<file path="src/rtl/ahb2_cmd_master_pkg.sv">
// Shared AHB2 constants used by the command master and its slaves.
package ahb2_cmd_master_pkg;

  // Transfer type encodings driven on htrans.
  localparam logic [1:0] HTRANS_IDLE   = 2'b00;
  localparam logic [1:0] HTRANS_BUSY   = 2'b01;
  localparam logic [1:0] HTRANS_NONSEQ = 2'b10;
  localparam logic [1:0] HTRANS_SEQ    = 2'b11;

  // Slave response encodings seen on hresp.
  localparam logic HRESP_OKAY  = 1'b0;
  localparam logic HRESP_ERROR = 1'b1;

  // Only single-word, single-beat transfers are issued.
  localparam logic [2:0] HSIZE_WORD    = 3'b010;
  localparam logic [2:0] HBURST_SINGLE = 3'b000;

endpackage

</file>
<file path="src/rtl/ahb2_cmd_master.sv">
// AHB-Lite initiator: converts a valid/ready command stream into pipelined
// single-word AHB transfers and returns one response pulse per command.
//
// Handshake: a command transfers on a rising clk edge where cmd_valid and
// cmd_ready are both high; cmd_valid may be raised at any time and the command
// fields must be stable while cmd_valid is high. rsp_valid is a one-cycle
// pulse with no backpressure; responses come back in command order.
module ahb2_cmd_master
  import ahb2_cmd_master_pkg::*;
#(
  parameter int ADDR_WIDTH = 32
) (
  input  logic                  clk,
  input  logic                  rst_n,
  input  logic                  cmd_valid,
  output logic                  cmd_ready,
  input  logic                  cmd_write,
  input  logic [ADDR_WIDTH-1:0] cmd_addr,
  input  logic [31:0]           cmd_wdata,
  output logic                  rsp_valid,
  output logic                  rsp_write,
  output logic [31:0]           rsp_rdata,
  output logic                  rsp_error,
  output logic [ADDR_WIDTH-1:0] haddr,
  output logic [1:0]            htrans,
  output logic                  hwrite,
  output logic [2:0]            hsize,
  output logic [2:0]            hburst,
  output logic [31:0]           hwdata,
  input  logic [31:0]           hrdata,
  input  logic                  hready,
  input  logic                  hresp
);

  // Address-phase slot (only the word address is kept).
  logic                  a_valid_q, a_valid_d;
  logic                  a_write_q, a_write_d;
  logic [ADDR_WIDTH-1:2] a_addr_q,  a_addr_d;
  logic [31:0]           a_wdata_q, a_wdata_d;
  // Data-phase slot.
  logic                  d_valid_q, d_valid_d;
  logic                  d_write_q, d_write_d;
  logic [31:0]           d_wdata_q, d_wdata_d;
  // Second cycle of a two-cycle ERROR response.
  logic                  err2_q,    err2_d;
  // Response registers.
  logic                  rsp_valid_q, rsp_valid_d;
  logic                  rsp_write_q, rsp_write_d;
  logic                  rsp_error_q, rsp_error_d;
  logic [31:0]           rsp_rdata_q, rsp_rdata_d;

  logic err1;
  logic advance;
  logic accept;
  logic d_done;
  logic unused_addr_lsbs;

  // Byte-lane bits of the command address never reach the bus.
  assign unused_addr_lsbs = ^cmd_addr[1:0];

  // Handshake and pipeline-advance conditions for the current cycle.
  always_comb begin
    err1      = d_valid_q && !hready && (hresp == HRESP_ERROR);
    advance   = hready && !err2_q;
    cmd_ready = (!a_valid_q || advance) && !err1;
    accept    = cmd_valid && cmd_ready;
    d_done    = d_valid_q && hready;
  end

  // Next-state for both phase slots, the error flag and the response.
  always_comb begin
    a_valid_d   = a_valid_q;
    a_write_d   = a_write_q;
    a_addr_d    = a_addr_q;
    a_wdata_d   = a_wdata_q;
    d_valid_d   = d_valid_q;
    d_write_d   = d_write_q;
    d_wdata_d   = d_wdata_q;
    err2_d      = err2_q;
    rsp_valid_d = 1'b0;
    rsp_write_d = 1'b0;
    rsp_error_d = 1'b0;
    rsp_rdata_d = '0;

    // A new command may land either when the slot is empty (even during a
    // stall, where it waits for hready) or as the current one moves on.
    if (accept) begin
      a_valid_d = 1'b1;
      a_write_d = cmd_write;
      a_addr_d  = cmd_addr[ADDR_WIDTH-1:2];
      a_wdata_d = cmd_wdata;
    end else if (advance) begin
      a_valid_d = 1'b0;
    end

    // During the ERROR second cycle the a slot is cancelled on the bus but
    // kept here, so it simply reissues next cycle.
    if (advance) begin
      d_valid_d = a_valid_q;
      d_write_d = a_write_q;
      d_wdata_d = a_wdata_q;
    end else if (d_done) begin
      d_valid_d = 1'b0;
    end

    err2_d = err2_q ? !hready : err1;

    if (d_done) begin
      rsp_valid_d = 1'b1;
      rsp_write_d = d_write_q;
      rsp_error_d = (hresp == HRESP_ERROR);
      rsp_rdata_d = (!d_write_q && hresp == HRESP_OKAY) ? hrdata : 32'h0;
    end
  end

  // State registers; reset abandons anything in flight.
  always_ff @(posedge clk or negedge rst_n) begin
    if (!rst_n) begin
      a_valid_q   <= 1'b0;
      a_write_q   <= 1'b0;
      a_addr_q    <= '0;
      a_wdata_q   <= '0;
      d_valid_q   <= 1'b0;
      d_write_q   <= 1'b0;
      d_wdata_q   <= '0;
      err2_q      <= 1'b0;
      rsp_valid_q <= 1'b0;
      rsp_write_q <= 1'b0;
      rsp_error_q <= 1'b0;
      rsp_rdata_q <= '0;
    end else begin
      a_valid_q   <= a_valid_d;
      a_write_q   <= a_write_d;
      a_addr_q    <= a_addr_d;
      a_wdata_q   <= a_wdata_d;
      d_valid_q   <= d_valid_d;
      d_write_q   <= d_write_d;
      d_wdata_q   <= d_wdata_d;
      err2_q      <= err2_d;
      rsp_valid_q <= rsp_valid_d;
      rsp_write_q <= rsp_write_d;
      rsp_error_q <= rsp_error_d;
      rsp_rdata_q <= rsp_rdata_d;
    end
  end

  // Bus and response outputs come straight from the registers.
  always_comb begin
    htrans    = (a_valid_q && !err2_q) ? HTRANS_NONSEQ : HTRANS_IDLE;
    haddr     = {a_addr_q, 2'b00};
    hwrite    = a_write_q;
    hsize     = HSIZE_WORD;
    hburst    = HBURST_SINGLE;
    hwdata    = d_wdata_q;
    rsp_valid = rsp_valid_q;
    rsp_write = rsp_write_q;
    rsp_error = rsp_error_q;
    rsp_rdata = rsp_rdata_q;
  end

endmodule

</file>
<file path="config.mk">
export PLATFORM = sky130hd
export DESIGN_NAME = ahb2_cmd_master
export DESIGN_NICKNAME = d
export VERILOG_FILES = /design/src/rtl/ahb2_cmd_master_pkg.sv /design/src/rtl/ahb2_cmd_master.sv
export SDC_FILE = /design/constraint.sdc
export NUM_CORES = 1
export LEC_CHECK = 0
export ABC_AREA = 1
export BUFFER_PORTS_ARGS = -buffer_cell sky130_fd_sc_hd__clkbuf_2
export CAP_MARGIN = 15
export CORE_MARGIN = 4
export CORE_UTILIZATION = 49
export CTS_CLUSTER_DIAMETER = 80
export DETAILED_ROUTE_END_ITERATION = 7
export PLACE_DENSITY = 0.8
export REMOVE_ABC_BUFFERS = 1
export SLEW_MARGIN = 40
export SYNTH_ARGS = -nofsm -noshare
export SYNTH_HDL_FRONTEND = slang
export SYNTH_SLANG_ARGS = --single-unit
</file>
<file path="constraint.sdc">
create_clock -name clk -period 1.4 [get_ports clk]
set_clock_uncertainty 0.05 [all_clocks]
set_input_delay 0.07 -clock clk [delete_from_list [all_inputs] [get_ports clk]]
set_output_delay 0.07 -clock clk [all_outputs]
set_load 0.05 [all_outputs]
</file>
# Word level (Yosys, flattened, before mapping)

Cells that the tools add are included.

Register bits: 134
Output and inout bits: 109

Reduce and logical (&&, ||, !) cells: 16
Multiplexer cells: 11
Bitwise gates (word level): 1

Operator list:

| operator            | number |
|---|---|
| $mux W32            | 2 |
| $logic_and A1 B1 Y1 | 8 |
| $mux W1             | 8 |
| $logic_not A1 Y1    | 5 |
| $reduce_bool A2 Y1  | 2 |
| $mux W2             | 1 |
| $logic_or A1 B1 Y1  | 1 |
| $not A1 Y1          | 1 |

# Longest topological paths before layout

Word-level depth: 7
Mapped depth: 7

# Worst setup path after synthesis

OpenSTA, ideal clock, no wires.

Path type: register -> output
From: register err2_q
To: output cmd_ready
Slack: 0.094 ns
Required time: 1.280 ns
Buffers on the path: 1
Cell stages (with the launch flop): 7
Arrival: 1.186 ns
Path through: dfrtp_1 > inv_2 > nand2_4 > nand2_4 > buf_2 > nand2_1 > inv_1

Longest elaborated chain between the ends: 4

RTL lines:

| item                   | RTL line               | text |
|---|---|---|
| start, declared        | ahb2_cmd_master.sv:45  | `logic err2_q, err2_d;` |
| start signal, assigned | ahb2_cmd_master.sv:139 | `err2_q <= err2_d;` |
| $logic_not A1 Y1       | ahb2_cmd_master.sv:64  | `advance = hready && !err2_q;` |
| $logic_and A1 B1 Y1    | ahb2_cmd_master.sv:64  |  |
| $logic_or A1 B1 Y1     | ahb2_cmd_master.sv:65  | `cmd_ready = (!a_valid_q \|\| advance) && !err1;` |
| $logic_and A1 B1 Y1    | ahb2_cmd_master.sv:65  |  |
| end, declared          | ahb2_cmd_master.sv:16  | `output logic cmd_ready,` |

No other way between the ends.

# Final worst setup path

Ends and elaborated chain as after synthesis.

==> summary.md <==
| Metric | Value |
|---|---|
| CP Capture Type | `primary output` |
| RSZ-0062 raised after global routing | `true` |
| Period Utilization, post-route | `113%` |
| Failing checks | `setup timing` |
| Layout cells sized above 1 | `41.2%` |
| LEAKAGE | `4.65 nW` |
| Maximum root-to-sink buffer count | `2` |
| WL/cell | `19.4 um` |
| Seq/Total Area, Yosys | `62.2%` |
| Netlist Area Pre-Place | `5390 um^2` |
| Die ar. | `12700 um^2` |
| Overall routing resource usage | `28.0%` |
| Startpoint Class | `flip-flop` |
| Drt first pass iters | `5` |
| Final hold viol count | `0` |
| Count of final max-slew check failures | `0` |
| Setup violators final | `56` |
| First-pass GRT wire length | `27800 um` |
| Clock sinks | `134` |
| Status | `finished, violations left` |
| GPL Wtd Cong | `0.776` |
| Area delta synth->final | `62.0%` |
| Crit path buffers/inverters | `3` |
| Flip-flop and latch area | `3360 um^2` |
| Synth warn | `0` |
| Crit path arrival time | `1.46 ns` |
| Largest family of logic cells by synthesized area | `simple AND/OR/NAND/NOR gates` |
| CTS tree | `yes` |
| Syn Inst Count | `560` |
| Unique masters post-synth | `18` |
| Hold slack | `0.0161 ns` |
| Starting Density | `50.0%` |
| Layout Cells excl Fill | `1019` |
| Final nets | `968` |
| Fin util | `80.9%` |
| Crit path kind | `reg -> out` |
| XOR/XNOR Fraction of Synth Area | `0%` |
| Die X | `113 um` |
| Data required, critical path | `1.28 ns` |
| GR Overflow Total | `0` |
| Syn_area_per_cell | `9.63 um^2` |
| Clock Latency Late Sink | `0.52 ns` |
| Hpwl dp | `9650 um` |
| Initial antenna violation count | `0` |
| Cell Rows | `38` |
| Most frequent cells in the layout | `clkbuf_2 (189), nand2_1 (139), dfrtp_1 (132), dlygate4sd3_1 (99), nand4_1 (63)` |
| CP peak stage delay | `0.40 ns` |
| Vias | `5427` |
| Synthesized flop and latch total | `134` |
| Worst vdd ir | `0.00113 V` |
| CP max-delay cell | `dfrtp_1` |
| H-tree Lvls | `4` |
| Clk pin slew, worst setup/hold paths | `0.06 ns` |
| Post-route setup slack | `-0.176 ns` |
| Synth Area in Compound Gates | `0.278%` |
| CP Max Fanout | `2` |
| Tmin final | `1.58 ns` |
| Placed Instances | `873` |
| Adder-cell area share of the yosys netlist | `0%` |
| IO Pins | `211` |
| Routed wire length | `19800 um` |
| Multi-input logic area | `2050 um^2` |
| Clock root buffer | `clkbuf_8` |
| # fillers | `589` |
| Multiplexer share of the synthesized area | `0%` |
| Simple-gate share of the synthesized area | `29.7%` |
| HP Class | `in -> async` |
| Pin count of the biggest net entering global routing | `53` |
| Total of max-cap violations | `0` |
| DIE HEIGHT | `113 um` |
| Core Region | `10800 um^2` |
| Drt drc | `0` |
| Routed vias/inst | `5.33` |
| DRT antenna net count | `0` |
| ANT cells | `0` |
| TritonCTS Buffers | `17` |
| IO buf count | `199` |
| CP delay by family, top | `flip-flops` |
| Pwr dens | `1770 nW/um^2` |
| Max Freq | `0.635 GHz` |
| Initial detailed-routing violation count | `403` |
| Crit path cell chain | `inv_2, nand2_4, nand2_8, nand2_4, inv_2, clkbuf_16` |
| Vias in the first global route | `5458` |
| Commonest non-fill, non-tap cell in the layout | `clkbuf_2` |
[cell type report]
cell class,count,area share [%]
Sequential cell,134,38.4
Timing Repair Buffer,331,28.4
Multi-Input combinational cell,375,23.5
Clock buffer,21,5.26
Tap cell,140,2.01
Clock inverter,11,1.98
Inverter,7,0.358
[report_power, final]
part / internal, mW / leakage [nW] / switching [mW] / total (mW)
Combinational: 1.60 / 2.64 / 3.80 / 5.39
Clock: 3.04 / 0.296 / 1.66 / 4.70
Sequential: 4.69 / 1.71 / 0.672 / 5.36
[flip-flops by register name, indices dropped and copies added (netlist names)]
register	flops
a_wdata_q	32
rsp_error	1
hwdata	32
a_valid_q	1
rsp_rdata	32
hwrite	1
rsp_write	1
rsp_valid	1
d_valid_q	1
a_addr_q	30
err2_q	1
d_write_q	1
[through the flow]
stage,setup TNS (ns),power [mW],setup WS [ns],area (um^2)
after floorplan,-54.79,8.15,-0.850,5030
after global placement,0,9.37,0.0608,6380
after detailed placement,0,9.51,0.000672,6380
after CTS,-0.860,14.5,-0.117,8080
after global routing,-6.23,16.1,-0.216,8730
final,-3.79,15.4,-0.176,8730
[Yosys cell counts]
| cell | count | area share, % |
|---|---|---|
| clkbuf_1 | 8 | 0.56 |
| nand4_1 | 63 | 7.3 |
| nand3_4 | 2 | 0.65 |
| buf_4 | 11 | 1.5 |
| conb_1 | 2 | 0.14 |
| nand3_1 | 32 | 3.0 |
| dfrtp_1 | 134 | 62 |
| nand2_4 | 2 | 0.42 |
| a21oi_1 | 1 | 0.093 |
| nor2_1 | 36 | 2.5 |
| buf_6 | 17 | 3.6 |
| nand2_1 | 227 | 16 |
| inv_1 | 4 | 0.28 |
| buf_2 | 12 | 1.1 |
| buf_1 | 3 | 0.21 |
| buf_8 | 1 | 0.28 |
| o21ai_0 | 2 | 0.19 |
| inv_2 | 3 | 0.21 |
[per-layer routing]
layer	GRT usage [%]	vias up	routed length (um)
met2	47.9	280	10400
met4	15.7	0	1040
met3	7.22	87	1260
met1	32.0	2633	7080
li1	-	2427	-
met5	0	-	0
[cell families after synthesis]
kind of cell    after synthesis
flops                       134
compound gates                3
other cells                   2
buf+inv                      59
simple gates                362
[worst reg2reg max path, stage by stage (launching register included)]
cell and delay (ns):
dfrtp_1 0.40, inv_2 0.10, nand2_4 0.08, nand2_8 0.09
buf_12 0.12, nand3_4 0.18, clkbuf_16 0.26, nand2_4 0.07
nand2_2 0.05
[final timing paths]
path | cells after the start | to | start | slack, ns
setup / recovery | 6 | cmd_ready | err2_q | -0.18
hold / removal | 2 | rsp_rdata[5] | rst_n | 0.02
setup reg to reg | 8 | a_wdata_q[23] | err2_q | -0.11
hold reg to reg | 2 | hwdata[8] | hwdata[8] | 0.42
max in group asynchronous | 3 | a_addr_q[2] | rst_n | 0.67
min in group clk | 3 | a_addr_q[16] | cmd_valid | 0.11
[timing repair]
item,4_1_cts,5_1_grt
buffers inserted,3,2
endpoints found under the hold margin,233,0
gates resized for setup,10,149
pin swaps,1,4
setup endpoints to repair,3,99
hold buffers,99,0
gates cloned,0,10
(Power assumes the default switching activity.)
